$ cat src/rtl/counter_pkg.sv
// Shared types and default widths for the up/down modulo counter.
package counter_pkg;

  localparam int DEFAULT_WORD_LENGTH    = 8;
  localparam int DEFAULT_PRESCALE_WIDTH = 4;

  typedef enum logic {
    DIR_DOWN = 1'b0,
    DIR_UP   = 1'b1
  } count_dir_e;

  typedef enum logic {
    MODE_WRAP     = 1'b0,
    MODE_SATURATE = 1'b1
  } count_mode_e;

  // What an enabled step does to the count, decided before the priority mux.
  typedef enum logic [1:0] {
    STEP_MOVE = 2'd0,
    STEP_WRAP = 2'd1,
    STEP_HOLD = 2'd2
  } step_kind_e;

endpackage

$ cat src/rtl/counter_prescaler.sv
// Divides enabled cycles: tick is high on every (div+1)-th enabled cycle.
module counter_prescaler
  import counter_pkg::*;
#(
  parameter int DIV_WIDTH = DEFAULT_PRESCALE_WIDTH
) (
  input  logic                 clk,
  input  logic                 reset,
  input  logic                 enable,
  input  logic                 clear,
  input  logic [DIV_WIDTH-1:0] div,
  output logic                 tick
);

  localparam logic [DIV_WIDTH-1:0] ONE = 1;

  logic [DIV_WIDTH-1:0] cnt_reg;
  logic [DIV_WIDTH-1:0] cnt_next;

  // >= keeps the divider from running away if div shrinks below the count.
  assign tick = (cnt_reg >= div);

  always_comb begin
    cnt_next = cnt_reg;
    if (clear) begin
      cnt_next = '0;
    end else if (enable) begin
      cnt_next = tick ? '0 : cnt_reg + ONE;
    end
  end

  always_ff @(posedge clk or negedge reset) begin
    if (!reset) begin
      cnt_reg <= '0;
    end else begin
      cnt_reg <= cnt_next;
    end
  end

endmodule

$ cat src/rtl/updown_modulo_counter.sv
// Up/down modulo counter with wrap/saturate modes, load and sync clear.
// Optional prescaler is built only when CNT_PRESCALE_EN is defined.
module updown_modulo_counter
  import counter_pkg::*;
#(
  parameter int WORD_LENGTH    = DEFAULT_WORD_LENGTH,
  parameter int PRESCALE_WIDTH = DEFAULT_PRESCALE_WIDTH
) (
  input  logic                      clk,
  input  logic                      reset,
  input  logic                      enable,
  input  logic                      sync_reset,
  input  logic                      load,
  input  logic [WORD_LENGTH-1:0]    load_value,
  input  logic                      up_down,
  input  logic                      sat_mode,
  input  logic [WORD_LENGTH-1:0]    modulus,
  input  logic [PRESCALE_WIDTH-1:0] prescale_div,
  output logic [WORD_LENGTH-1:0]    count_out,
  output logic                      finish_count,
  output logic                      tc_pulse
);

  localparam logic [WORD_LENGTH-1:0] ONE = 1;

  logic [WORD_LENGTH-1:0] count_reg;
  logic [WORD_LENGTH-1:0] count_next;
  logic                   tc_pulse_reg;
  logic                   tc_pulse_next;
  logic                   sat_flag_reg;
  logic                   sat_flag_next;

  logic [WORD_LENGTH-1:0] tv;
  logic                   tick;
  logic                   step;
  count_dir_e             dir;
  count_mode_e            mode;
  step_kind_e             kind;

  assign dir  = count_dir_e'(up_down);
  assign mode = count_mode_e'(sat_mode);

  // Modulus 0 stands for the full 2^WORD_LENGTH range.
  assign tv = (modulus == '0) ? '1 : (modulus - ONE);

`ifdef CNT_PRESCALE_EN
  logic prescale_clear;

  assign prescale_clear = sync_reset | load;

  counter_prescaler #(
    .DIV_WIDTH (PRESCALE_WIDTH)
  ) u_prescaler (
    .clk    (clk),
    .reset  (reset),
    .enable (enable),
    .clear  (prescale_clear),
    .div    (prescale_div),
    .tick   (tick)
  );
`else
  logic unused_prescale_div;

  assign tick                = 1'b1;
  assign unused_prescale_div = ^prescale_div;
`endif

  assign step = enable & tick;

  always_comb begin
    kind = STEP_MOVE;
    if (count_reg > tv) begin
      kind = STEP_WRAP;
    end else if (((dir == DIR_UP) && (count_reg == tv)) ||
                 ((dir == DIR_DOWN) && (count_reg == '0))) begin
      kind = (mode == MODE_SATURATE) ? STEP_HOLD : STEP_WRAP;
    end
  end

  always_comb begin
    count_next    = count_reg;
    tc_pulse_next = 1'b0;
    sat_flag_next = sat_flag_reg;
    if (sync_reset) begin
      count_next    = '0;
      sat_flag_next = 1'b0;
    end else if (load) begin
      count_next    = (load_value > tv) ? tv : load_value;
      sat_flag_next = 1'b0;
    end else if (step) begin
      unique case (kind)
        STEP_WRAP: begin
          count_next    = (dir == DIR_UP) ? '0 : tv;
          tc_pulse_next = 1'b1;
          sat_flag_next = 1'b0;
        end
        // Only the first held step at a bound reports; the flag re-arms on leaving.
        STEP_HOLD: begin
          tc_pulse_next = ~sat_flag_reg;
          sat_flag_next = 1'b1;
        end
        default: begin
          count_next    = (dir == DIR_UP) ? (count_reg + ONE) : (count_reg - ONE);
          sat_flag_next = 1'b0;
        end
      endcase
    end
  end

  always_ff @(posedge clk or negedge reset) begin
    if (!reset) begin
      count_reg    <= '0;
      tc_pulse_reg <= 1'b0;
      sat_flag_reg <= 1'b0;
    end else begin
      count_reg    <= count_next;
      tc_pulse_reg <= tc_pulse_next;
      sat_flag_reg <= sat_flag_next;
    end
  end

  assign count_out    = count_reg;
  assign tc_pulse     = tc_pulse_reg;
  assign finish_count = (dir == DIR_UP) ? (count_reg == tv) : (count_reg == '0);

endmodule

$ cat config.mk
export PLATFORM = sky130hd
export DESIGN_NAME = updown_modulo_counter
export DESIGN_NICKNAME = d
export VERILOG_FILES = /design/src/rtl/counter_pkg.sv /design/src/rtl/counter_prescaler.sv /design/src/rtl/updown_modulo_counter.sv
export SDC_FILE = /design/constraint.sdc
export NUM_CORES = 1
export LEC_CHECK = 0
export CAP_MARGIN = 20
export CORE_MARGIN = 2
export CORE_UTILIZATION = 45
export CTS_CLUSTER_SIZE = 16
export DETAILED_ROUTE_END_ITERATION = 8
export PLACE_DENSITY = 0.74
export SKIP_CTS_REPAIR_TIMING = 1
export SLEW_MARGIN = 20
export SYNTH_ARGS = -nofsm -noshare
export SYNTH_HDL_FRONTEND = slang
export SYNTH_HIERARCHICAL = 1
export SYNTH_SLANG_ARGS = --single-unit
$ cat constraint.sdc
create_clock -name clk -period 3.1 [get_ports clk]
set_input_delay 0.775 -clock clk [delete_from_list [all_inputs] [get_ports clk]]
set_output_delay 0.775 -clock clk [all_outputs]
set_load 0.005 [all_outputs]
Yosys cells after proc, flatten, opt, wreduce, memory -nomap -nowiden --
Cells that the tools add are included.
Storage, ports and cells: register bits after elaboration 10, output and inout port bits 10, input bits 27
Cells by class: muxes and demuxes 20, reductions and logical operators 7, $lt $le $gt $ge 2, eq/ne operators 4, $add $sub $neg 3, bitwise logic cells 2
Operator list (number):
- $mux 8 | 7
- $gt 8x8->1 | 2
- $logic_not 8->1 | 2
- $pmux 8 s2 | 1
- $sub 8x1->8 const B | 2
- $add 8x1->8 const B | 1
- $eq 8x8->1 | 1
- $mux 1 | 8
- $mux 2 | 3
- $ne 3x3->1 const B | 1
- $reduce_bool 3->1 | 1
- $eq 2x1->1 const B | 1
- $eq 2x2->1 const B | 1
- $logic_and 1x1->1 | 2
- $not 1->1 | 2
- $pmux 1 s2 | 1
- $reduce_and 2->1 | 1
- $logic_or 1x1->1 | 1

Depth between registers and ports, before layout --
depth after elaboration 12, mapped depth 19, depth with buffers taken out 19

Worst setup path after synthesis --
OpenSTA, ideal clock, no wires.
kind input-to-reg, from input modulus[0], to register count_reg[4] (netlist: count_out[4]), library setup time 0.063 ns, cell stages on the path 15, data required time 3.037 ns, arrival 3.932 ns, slack -0.896 ns, cells stage by stage inv_1 > ha_1 > xor2_1 > a31oi_1 > ha_1 > o21a_1 > o21a_1 > o211ai_1 > a211oi_1 > or4b_1 > ha_1 > clkbuf_1 > o32a_2 > a211oi_1 > o21ba_2
Between the ends: word-level cells in the longest chain between the ends 12
Ends and longest elaborated chain:
- start, declared | RTL line updown_modulo_counter.sv:17 | input logic [WORD_LENGTH-1:0] modulus,
- $sub 8x1->8 or $logic_not 8->1 (tied branches) | RTL line updown_modulo_counter.sv:44 | assign tv = (modulus == '0) ? '1 : (modulus - ONE);
- $mux 8 (*) | RTL line updown_modulo_counter.sv:44
- branches (longest 10 deep; another with $gt 8x8->1)
- end signal, assigned | RTL line updown_modulo_counter.sv:116 | count_reg <= count_next;
- end, declared | RTL line updown_modulo_counter.sv:26 | logic [WORD_LENGTH-1:0] count_reg;
Every way passes the cells marked *. The select of a mux whose other input is x is not followed. A chain may end at the register's enable or synchronous reset.

Worst setup path in the final report --
from input modulus[1], to register count_reg[4] (netlist: count_out[4])
Same word-level chain as after synthesis.

==> results_dict.tcl <==
set metrics [dict create \
    rows 21 \
    critPathArrivalTime_ns 4.13 \
    p_sw_mw 0.3524 \
    max-vdd-ir-drop_v 0.0002749 \
    drive_above_1_share_pct 41.52 \
    die_y_um 63.38 \
    clockBufferDepth 2 \
    crit_fanout 8 \
    drc_errors 0 \
    synth.distinct_cells 48 \
    synth_edf_count 0 \
    hold_viol 0 \
    synthArstFlopShare_pct 100.0 \
    core_area_sq_um 3363 \
    cts.clk_slew.worst_paths_ns 0.07 \
    crit_slowest_cell "or4b_4" \
    period_share_pct 126.3 \
    relSlewSlack_pct 58.95 \
    dp.cells 319 \
    yosysMostFrequentCell "ha_1" \
    worst_slack_ns -0.8167 \
    endpoint_kind "flip-flop" \
    num-nets-final 345 \
    wl_per_cell_um 18.72 \
    yosys_warnings 6 \
    cts_inserted_buffers 3 \
    grt_pass1_vias 1961 \
    dieArea_sq_um 4016 \
    floorplan.initialDensity_pct 47.17 \
    ys.flop_type "dfrtp_1" \
    worst_ep_required_time_ns 3.31 \
    ys_ff_latch 10 \
    cts-root-buf "clkbuf_4" \
    first_pass_iters 4 \
    routed_wl_um 6272 \
    setup.worst_path.start_class "input port" \
    totalPowerFinal_mw 0.8583 \
    syn_area_per_cell_sq_um 7.972 \
    total_leakage_power_nw 1.266 \
    vias 2047 \
    p_int_mw 0.5060 \
    clockPowerShare_pct 10.2 \
    port_buffers 32 \
    switching_share_pct 41.05 \
    antenna_found_initial 0 \
    drt_iter0_markers 134 \
    viasPerCell 6.110 \
    clock_latency_ns 0.27 \
    cts_tree "done" \
    hold_path_class "reg -> reg" \
    setup_viol 11 \
    fin_skew_ns 0.01258 \
    max_stage_delay_ns 0.58 \
    diodes 0 \
    area_growth_syn_to_layout_pct 77.13 \
    rr_startpoint "count_out[1]" \
    startpoint "modulus[1]" \
    synthTopCellsByCount "ha_1 (26), o21ai_0 (16), a21oi_1 (15)" \
    fin_cells 335 \
    postRouteAntennaNets 0 \
    grt_overflow_total 0 \
    fin_crit_ns 3.917 \
    grt_pass1_wl_um 8970 \
    dp_hpwl_um 4364 \
    fp.dieW_um 63.38 \
    crit_type "in -> reg" \
    crit_chain "buf_6 > buf_8 > buf_4 > nor2_1 > o211a_1 > o21ai_1 > ha_1 > nand4_1 > nor3_2 > a31oi_2 > or4b_4 > ha_4 > buf_6 > o32a_4 > a211oi_2 > o21ba_2" \
    max_freq_mhz 255.3 \
    netlist.area_leader.share_pct 20.50 \
    netlist_top_cells_area "ha_1 (21%), dfrtp_1 (16%), o21ai_0 (5.0%), a21oi_1 (4.7%), inv_1 (3.3%)" \
    drv_slew 0 \
    synth_area_sq_um 1587 \
    outcome "finished, violations left" \
    grt_max_degree 15 \
    rsz0062_at_grt "yes" \
    p_seq_share_pct 18.2 \
    synthCells 199 \
    power_density_nw_per_um2 305.4 \
    grt_usage_pct 27.86 \
    violations "negative setup slack" \
    min_from "sat_flag_reg" \
    syn_nets 253 \
    critPathMostFrequentCell "buf_6" \
    synth_top_area_cell "ha_1" \
    num_io_pins 37 \
    synth-seq-area-share_pct 15.77 \
    combPwrFrac_pct 71.6 \
    cap_viol_max_count 0 \
    cts.sinks 10 \
    htreeDepth 1 \
    tightestPinTransition_ns 0.6139 \
    largest_reg_flops 8 \
    gp_congestion 0.9173 \
]
-- worst max-delay path: cells and delay by family --
kind | cells | cell delay (ns)
AOI/OAI and AO/OA | 6 | 1.08
adders and majority gates | 2 | 0.55
buffers and inverters | 4 | 0.47
and+or+nand+nor | 4 | 1.25
-- metal layers --
metal  wire, um  track usage (%)  vias up
met2       3122            48.03       84
met5          0                0        -
li1           -                -      942
met1       2545            34.00      993
met3        347            6.607       28
met4        257            8.967        0
-- cell families after synthesis --
kind of cell	synth area share, %
fa+ha+maj	21.77
simple gates	23.74
mux	3.155
xor+xnor	3.312
buf+inv	4.022
compound gates	28.24
flops	15.77
-- layout make-up --
cell class              instances  area, sq um
clock buffers                   3        22.52
flip-flops and latches         10        250.2
multi-input cells             172         1599
inverters                      14        76.32
repair buffers                 90        804.5
well taps                      46        57.56
fillers                       195        553.0
-- power by group through the flow --
stage	sequential, mW	clock, mW	combinational, mW
4_1_cts	0.153	0.0897	0.491
3_5_place_dp	0.155	0	0.488
3_3_place_gp	0.155	0	0.471
5_1_grt	0.157	0.0949	0.660
2_1_floorplan	0.160	0	0.263
6_report	0.156	0.0879	0.614
-- final timing paths --
kind                           endpoint  depth (start not counted)  slack [ns]
setup / recovery           count_out[4]                         16       -0.82
hold / removal             sat_flag_reg                          2        0.54
setup reg to reg           count_out[4]                         13       -0.12
hold reg to reg            sat_flag_reg                          2        0.54
max in group asynchronous  count_out[3]                          1        1.92
min in group asynchronous  count_out[1]                          1        0.83
-- stage by stage --
step           setup TNS (ns)  hold slack [ns]  setup slack (ns)  util, %  instance area [sq um]
2_1_floorplan          -3.611           0.4794           -0.5801        -                   1740
3_3_place_gp           -12.48           0.5057            -1.296    72.73                   2446
3_5_place_dp           -13.46           0.5358            -1.388    72.73                   2446
4_1_cts                -10.77           0.5490            -1.246    73.40                   2469
5_1_grt                -7.865           0.5810           -0.9169    83.56                   2810
6_report               -6.648           0.5424           -0.8167    83.56                   2810
-- cells in the final DEF (no fill, tap or decap), types with 7 or more instances in the layout --
| master | instances |
|---|---|
| a21oi_1 | 12 |
| ha_1 | 19 |
| clkdlybuf4s50_1 | 23 |
| dfrtp_1 | 10 |
| nor2_1 | 12 |
| o21ai_0 | 9 |
| inv_1 | 10 |
| buf_6 | 7 |
| nand2_1 | 8 |
| buf_4 | 50 |
Power figures use the tool's default switching activity.
